==> src/rtl/jbi_mout_int_arb_pkg.sv <==
// jbi_mout internal arbiter: shared queue bit map,
// packet type codes, state encoding and pointer helper.
package jbi_mout_int_arb_pkg;

  localparam int NQ  = 7;
  localparam int NRR = 5;

  localparam int LRQ_DBGQ_BIT    = 0;
  localparam int LRQ_SCT0RDQ_BIT = 1;
  localparam int LRQ_SCT1RDQ_BIT = 2;
  localparam int LRQ_SCT2RDQ_BIT = 3;
  localparam int LRQ_SCT3RDQ_BIT = 4;
  localparam int LRQ_PIORQQ_BIT  = 5;
  localparam int LRQ_PIOACKQ_BIT = 6;

  localparam logic [3:0] T_NONE    = 4'h0;
  localparam logic [3:0] T_RD16    = 4'h1;
  localparam logic [3:0] T_RD64    = 4'h2;
  localparam logic [3:0] T_RDER    = 4'h3;
  localparam logic [3:0] T_WRI     = 4'h4;
  localparam logic [3:0] T_WR8     = 4'h5;
  localparam logic [3:0] T_WR64    = 4'h6;
  localparam logic [3:0] T_INT_ACK = 4'h7;

  typedef enum logic [1:0] {
    ST_EMPTY,
    ST_HOLD,
    ST_BUBBLE
  } arb_state_e;

  // Pointer moves one past the granted round-robin bit, 5 wraps to 1.
  function automatic logic [2:0] rr_next(
    input logic [NQ-1:0] sel,
    input logic [2:0]    ptr
  );
    rr_next = ptr;
    for (int b = 1; b <= NRR; b++) begin
      if (sel[b]) begin
        rr_next = (b == NRR) ? 3'd1 : 3'(b + 1);
      end
    end
  endfunction

endpackage

==> src/rtl/jbi_mout_int_arb_if.sv <==
// Queue-side and packet-controller-side signals of
// the jbi_mout internal arbiter.
interface jbi_mout_int_arb_if
  import jbi_mout_int_arb_pkg::*;
();

  logic [NQ-1:0]   queue_req;
  logic [4*NQ-1:0] queue_type;
  logic [NQ-1:0]   queue_pkt_avail;
  logic            int_granted;
  logic [NQ-1:0]   int_requestors;
  logic [3:0]      int_req_type;
  logic            multiple_ok;

  modport master (
    input  queue_req,
    input  queue_type,
    input  queue_pkt_avail,
    input  int_granted,
    output int_requestors,
    output int_req_type,
    output multiple_ok
  );

  modport slave (
    output queue_req,
    output queue_type,
    output queue_pkt_avail,
    output int_granted,
    input  int_requestors,
    input  int_req_type,
    input  multiple_ok
  );

endinterface

==> src/rtl/jbi_mout_rr5.sv <==
// 5-way round-robin picker: first requester at or
// after i_ptr (index into i_req) gets the one-hot grant.
module jbi_mout_rr5
  import jbi_mout_int_arb_pkg::*;
(
  input  logic [NRR-1:0] i_req,
  input  logic [2:0]     i_ptr,
  output logic [NRR-1:0] o_gnt
);

  logic [3:0] w_pos;
  logic       w_found;

  always_comb begin
    o_gnt   = '0;
    w_found = 1'b0;
    w_pos   = '0;
    for (int i = 0; i < NRR; i++) begin
      w_pos = {1'b0, i_ptr} + 4'(i);
      if (w_pos >= 4'(NRR)) begin
        w_pos = w_pos - 4'(NRR);
      end
      if (!w_found && i_req[w_pos[2:0]]) begin
        o_gnt[w_pos[2:0]] = 1'b1;
        w_found           = 1'b1;
      end
    end
  end

endmodule

==> src/rtl/jbi_mout_int_arb.sv <==
// JBus outbound internal request arbiter: picks one of
// seven queues and holds it until the controller grants.
module jbi_mout_int_arb
  import jbi_mout_int_arb_pkg::*;
#(
  parameter int DBG_STARVE_MAX = 16
) (
  input logic               clk,
  input logic               rst_l,
  jbi_mout_int_arb_if.master bus
);

  localparam logic [4:0] LP_MAX = 5'(DBG_STARVE_MAX);

  arb_state_e r_state;
  arb_state_e w_state_nxt;

  logic [NQ-1:0]  r_sel;
  logic [NQ-1:0]  w_sel_nxt;
  logic [NQ-1:0]  w_win;
  logic [3:0]     r_type;
  logic [3:0]     w_type_nxt;
  logic [3:0]     w_win_type;
  logic [2:0]     r_rr_ptr;
  logic [2:0]     w_rr_ptr_nxt;
  logic [2:0]     w_rr_idx;
  logic [4:0]     r_starve;
  logic [4:0]     w_starve_nxt;
  logic [NRR-1:0] w_rr_gnt;
  logic           w_dbg_starved;

  assign w_rr_idx =
    (r_rr_ptr >= 3'd1 && r_rr_ptr <= 3'd5) ?
    r_rr_ptr - 3'd1 : 3'd0;

  jbi_mout_rr5 u_rr5 (
    .i_req (bus.queue_req[LRQ_PIORQQ_BIT:LRQ_SCT0RDQ_BIT]),
    .i_ptr (w_rr_idx),
    .o_gnt (w_rr_gnt)
  );

  assign w_dbg_starved =
    bus.queue_req[LRQ_DBGQ_BIT] && (r_starve >= LP_MAX);

  // Overlapping requests resolve by position, hence if/else.
  always_comb begin
    w_win = '0;
    if (bus.queue_req[LRQ_PIOACKQ_BIT]) begin
      w_win[LRQ_PIOACKQ_BIT] = 1'b1;
    end else if (w_dbg_starved) begin
      w_win[LRQ_DBGQ_BIT] = 1'b1;
    end else if (|bus.queue_req[LRQ_PIORQQ_BIT:LRQ_SCT0RDQ_BIT]) begin
      w_win[LRQ_PIORQQ_BIT:LRQ_SCT0RDQ_BIT] = w_rr_gnt;
    end else if (bus.queue_req[LRQ_DBGQ_BIT]) begin
      w_win[LRQ_DBGQ_BIT] = 1'b1;
    end
  end

  always_comb begin
    w_win_type = T_NONE;
    for (int n = 0; n < NQ; n++) begin
      if (w_win[n]) begin
        w_win_type = bus.queue_type[4*n +: 4];
      end
    end
  end

  always_comb begin
    w_state_nxt  = r_state;
    w_sel_nxt    = r_sel;
    w_type_nxt   = r_type;
    w_rr_ptr_nxt = r_rr_ptr;
    w_starve_nxt = r_starve;
    unique case (r_state)
      ST_EMPTY: begin
        if (|bus.queue_req) begin
          w_state_nxt = ST_HOLD;
          w_sel_nxt   = w_win;
          w_type_nxt  = w_win_type;
        end
      end
      ST_HOLD: begin
        if (bus.int_granted) begin
          w_state_nxt  = ST_BUBBLE;
          w_sel_nxt    = '0;
          w_type_nxt   = T_NONE;
          w_rr_ptr_nxt = rr_next(r_sel, r_rr_ptr);
          if (r_sel[LRQ_DBGQ_BIT]) begin
            w_starve_nxt = '0;
          end else if (bus.queue_req[LRQ_DBGQ_BIT] &&
                       r_starve < LP_MAX) begin
            w_starve_nxt = r_starve + 5'd1;
          end
        end
      end
      ST_BUBBLE: begin
        w_state_nxt = ST_EMPTY;
      end
      default: begin
        w_state_nxt = ST_EMPTY;
        w_sel_nxt   = '0;
        w_type_nxt  = T_NONE;
      end
    endcase
  end

  always_ff @(posedge clk or negedge rst_l) begin
    if (!rst_l) begin
      r_state  <= ST_EMPTY;
      r_sel    <= '0;
      r_type   <= T_NONE;
      r_rr_ptr <= 3'd1;
      r_starve <= '0;
    end else begin
      r_state  <= w_state_nxt;
      r_sel    <= w_sel_nxt;
      r_type   <= w_type_nxt;
      r_rr_ptr <= w_rr_ptr_nxt;
      r_starve <= w_starve_nxt;
    end
  end

  assign bus.int_requestors = r_sel;
  assign bus.int_req_type   = r_type;
  assign bus.multiple_ok    = |(r_sel & bus.queue_pkt_avail);

endmodule
==> src/flat_wrapper.sv <==
// flat-port wrapper written by rule: the top's interface ports become plain ports
module jbi_mout_int_arb_flat import jbi_mout_int_arb_pkg::*;
#(
  parameter int DBG_STARVE_MAX = 16
)
  (clk, rst_l, bus_queue_req, bus_queue_type, bus_queue_pkt_avail, bus_int_granted, bus_int_requestors, bus_int_req_type, bus_multiple_ok);
  jbi_mout_int_arb_if bus_i ();
  input logic clk;
  input logic rst_l;
  input wire logic [$bits(bus_i.queue_req)-1:0] bus_queue_req;
  input wire logic [$bits(bus_i.queue_type)-1:0] bus_queue_type;
  input wire logic [$bits(bus_i.queue_pkt_avail)-1:0] bus_queue_pkt_avail;
  input wire logic [$bits(bus_i.int_granted)-1:0] bus_int_granted;
  output wire logic [$bits(bus_i.int_requestors)-1:0] bus_int_requestors;
  output wire logic [$bits(bus_i.int_req_type)-1:0] bus_int_req_type;
  output wire logic [$bits(bus_i.multiple_ok)-1:0] bus_multiple_ok;
  assign bus_i.queue_req = bus_queue_req;
  assign bus_i.queue_type = bus_queue_type;
  assign bus_i.queue_pkt_avail = bus_queue_pkt_avail;
  assign bus_i.int_granted = bus_int_granted;
  assign bus_int_requestors = bus_i.int_requestors;
  assign bus_int_req_type = bus_i.int_req_type;
  assign bus_multiple_ok = bus_i.multiple_ok;
  jbi_mout_int_arb #(.DBG_STARVE_MAX(DBG_STARVE_MAX)) u_core (.clk(clk), .rst_l(rst_l), .bus(bus_i));
endmodule
==> config.mk <==
export PLATFORM = sky130hd
export DESIGN_NAME = jbi_mout_int_arb_flat
export DESIGN_NICKNAME = d
export VERILOG_FILES = /design/src/rtl/jbi_mout_int_arb_pkg.sv /design/src/rtl/jbi_mout_int_arb_if.sv /design/src/rtl/jbi_mout_rr5.sv /design/src/rtl/jbi_mout_int_arb.sv /design/src/flat_wrapper.sv
export SDC_FILE = /design/constraint.sdc
export NUM_CORES = 1
export LEC_CHECK = 0
export BUFFER_PORTS_ARGS = -buffer_cell sky130_fd_sc_hd__buf_4
export CAP_MARGIN = 20
export CORE_MARGIN = 4
export CORE_UTILIZATION = 50
export DETAILED_ROUTE_END_ITERATION = 8
export GPL_ROUTABILITY_DRIVEN = 0
export PLACE_DENSITY = 0.74
export RECOVER_POWER = 25
export SLEW_MARGIN = 10
export SYNTH_ARGS = -nofsm -noshare
export SYNTH_HDL_FRONTEND = slang
export SYNTH_SLANG_ARGS = --single-unit
==> constraint.sdc <==
create_clock -name clk -period 5.3 [get_ports clk]
set_clock_uncertainty 0.05 [all_clocks]
set_input_delay 0.265 -clock clk [delete_from_list [all_inputs] [get_ports clk]]
set_output_delay 0.265 -clock clk [all_outputs]
set_load 0.005 [all_outputs]
==> key figures <==
Worst setup path
  • CP delay by family, top: compound AO/OA/AOI/OAI gates
  • Crit-path max FO: 11
  • Reg2Reg Depth: 16
  • Buf/Inv on CP: 1
  • Crit-path cells: inv_1, ha_1, nor2b_1, a21oi_1, nor2_1, ha_1, and3b_1, a221o_1, or3_1, nor2b_1, o41a_1, o21a_1, a31oi_2, or3_1, a211oi_1, a21oi_1
  • Slowest CP cell: dfstp_2
  • Critical Path RT: 5.39 ns
  • Nature of the critical path startpoint: register
  • Crit Reg-Reg Endpoint: u_core.bus.int_req_type[0]
  • CP endpoint kind: register
  • FF-to-FF Start: u_core.r_rr_ptr[0]
  • Slowest stage delay, CP: 0.64 ns
  • Crit path arrival time: 4.91 ns
  • Crit Path Class: reg2reg
  • Reg2reg setup slack: 0.47 ns

CTS
  • Clock H-tree levels: 1
  • CTS tree: built
  • Setup Buffers After CTS: 0
  • Clock-pin slew on the worst setup and hold paths: 0.08 ns
  • Clock latency on the worst-skew pair: 0.27 ns
  • Clock Tree Buf Depth: 2
  • Num CTS Buffers: 3
  • Clock sink total: 21
  • Root buffer cell: clkbuf_8

Synth
  • Number of synthesized register bits: 21
  • Synthesized Nets: 380
  • Dominant cells by area after synthesis: dfrtp_1 (19%), ha_1 (6.8%), mux2i_1 (4.2%)
  • Post-synth EDFFs: 0
  • Post-synth top area share: 0.193
  • Syn. warnings: 0
  • Main synth FF type: dfrtp_1
  • Synthesized area: 2590 um2
  • Register area share after synthesis: 0.203
  • Synth async-reset ratio: 1.00
  • Mapped Avg Cell Area: 8.07 um2
  • Synth cell types: 76
  • Synth Instances: 321
  • Synth area leader: dfrtp_1

Worst hold path
  • Worst Hold Class: in2reg
  • Hold path endpoint: u_core.bus.int_requestors[6]
  • Hold path depth: 2
  • Min-delay src: bus_queue_req[6]

Cells and area
  • Final Util: 0.636
  • Most frequent cells in the layout: buf_4 (55), nor2_1 (28), nand2_1 (21)
  • Fraction of layout cells with a size suffix above 1: 0.215
  • Commonest non-fill, non-tap cell in the layout: buf_4
  • Post-route cell area: 3100 um2
  • Layout area overhead: 19.7%
  • Fill count: 449
  • Final net count: 428
  • Diode count: 0

Detailed routing
  • DRC Markers: 0
  • Wire length per cell: 18.0 um
  • ANT nets after route: 0
  • Drt initial violations: 207
  • Vias/cell: 6.44
  • Initial DRT Pass Iterations: 5
  • Vias: 2801
  • DRT Wirelength: 7.83 mm

Timing
  • Slew Limit Headroom: 0.261
  • Crit path time final: 4.83 ns
  • Worst-margin pin slew: 1.11 ns
  • Final Hold Viols: 0
  • Setup_tns: 0 ns
  • Setup violators final: 0
  • Pins Over Slew Limit: 0
  • RSZ-0062 raised after global routing: no
  • Hold_ws: 0.268 ns
  • Final period util: 0.911
  • F_max: 0.207 GHz

Floorplan
  • Top Ports: 57
  • Die height: 80.0 um
  • Initial core utilization: 0.531
  • Die area: 6400 um2
  • Die Width: 80.0 um
  • Core area: 4880 um2
  • # rows: 25

GRT
  • First-pass GRT wire length: 12.8 mm
  • Overall routing resource usage: 0.249
  • Vias in the first global route: 2646
  • Number of antenna violations at the first check in global routing: 0
  • Remaining Overflow, GRT: 0
  • Largest net degree at the start of global routing: 22

Placement
  • Cell area after placement: 3040 um2
  • Number of port buffers: 56
  • Dpl hpwl: 6.14 mm

Power and ir drop
  • Pwr Density: 762 nW/um2
  • Static Leak: 1.37 nW
  • Combinational share of power: 0.824
  • Int Pwr: 1.08 mW
  • Sw frac: 0.543
  • Reg power frac: 0.131
  • Post-layout power: 2.36 mW
  • Peak supply drop: 0.473 mV
  • Clock power share: 0.045
  • Psw: 1.28 mW

Outcome
  • Status: complete, no violations

Run
  • Max-cap viol count: 0
-- Yosys cell counts, types with 7 or more instances --
cell and number:
nor2_1 28, nand2_1 21, dfrtp_1 20, a21oi_1 16, ha_1 14, o21ai_0 14, inv_1 12, mux2i_1 11
a211oi_1 8, clkbuf_1 8, a22o_1 7, nand4_1 7, nor2b_1 7, nor3_1 7
-- repair_timing --
action / CTS / global route
hold endpoints to repair: 20 / 0
setup endpoints to repair: 0 / 3
hold buffers: 1 / 0
gates resized for setup: 0 / 3
-- area by class of cell --
cell class                      count  area [um2]  share of cell area
Tap cell                           67        83.8              0.0270
Timing Repair Buffer               57         427               0.138
Sequential cell                    21         527               0.170
Clock inverter                      1        5.00             0.00161
Multi-Input combinational cell    272        1970               0.634
Clock buffer                        3        41.3              0.0133
Inverter                           14        52.6              0.0169
-- power groups by stage --
stage / sequential, mW / combinational, mW / clock (mW)
after global routing: 0.322 / 2.17 / 0.115
final: 0.309 / 1.95 / 0.107
after floorplan: 0.282 / 1.51 / 0
after global placement: 0.308 / 1.88 / 0
after CTS: 0.308 / 1.90 / 0.109
after detailed placement: 0.310 / 1.89 / 0
-- registers in the layout (all words and copies together) (netlist names) --
register and cells:
u_core.bus.int_req_type 4, u_core.bus.int_requestors 7, u_core.r_state 2, u_core.r_starve 5, u_core.r_rr_ptr 3
-- routing by layer --
| metal | wire, um | vias up | part of all wire | track usage |
|---|---|---|---|---|
| met5 | 0 | - | 0 | 0 |
| met4 | 106 | 0 | 0.014 | 0.0743 |
| met3 | 524 | 13 | 0.067 | 0.0260 |
| met2 | 3730 | 113 | 0.48 | 0.401 |
| met1 | 3470 | 1322 | 0.44 | 0.349 |
| li1 | - | 1353 | - | - |
-- worst reg2reg max path, stage by stage, from the launching register on --
cell,delay [ns]
dfstp_2,0.64
inv_1,0.14
ha_1,0.28
nor2b_1,0.19
a21oi_1,0.39
nor2_1,0.08
ha_1,0.31
and3b_1,0.22
a221o_1,0.27
or3_1,0.41
nor2b_1,0.19
o41a_1,0.37
o21a_1,0.19
a31oi_2,0.18
or3_1,0.42
a211oi_1,0.23
a21oi_1,0.12
-- cell families after synthesis --
kind of cell / synth area share
AND/OR/NAND/NOR: 0.263
AO/OA/AOI/OAI: 0.340
buffers and inverters: 0.0430
flip-flops: 0.203
adder cells (fa/ha/maj): 0.0676
multiplexers: 0.0555
XOR/XNOR: 0.0270
-- worst max path at each step --
stage	startpoint	endpoint	slack, ns	cells after the start
2_1_floorplan	u_core.r_rr_ptr[0]	u_core.bus.int_req_type[0]	0.92	19
3_3_place_gp	u_core.r_rr_ptr[0]	u_core.bus.int_req_type[3]	0.43	15
3_5_place_dp	u_core.r_rr_ptr[0]	u_core.bus.int_req_type[0]	0.37	15
4_1_cts	u_core.r_rr_ptr[0]	u_core.bus.int_req_type[0]	0.33	15
5_1_grt	u_core.r_rr_ptr[0]	u_core.bus.int_req_type[0]	0.08	16
6_report	u_core.r_rr_ptr[0]	u_core.bus.int_req_type[0]	0.47	16
-- stage by stage --
stage,setup WS [ns],std cells
2_1_floorplan,0.917,321
3_3_place_gp,0.432,430
3_5_place_dp,0.373,430
4_1_cts,0.326,435
5_1_grt,0.0770,435
6_report,0.474,435
No activity file was read; power rests on OpenSTA's default activity.
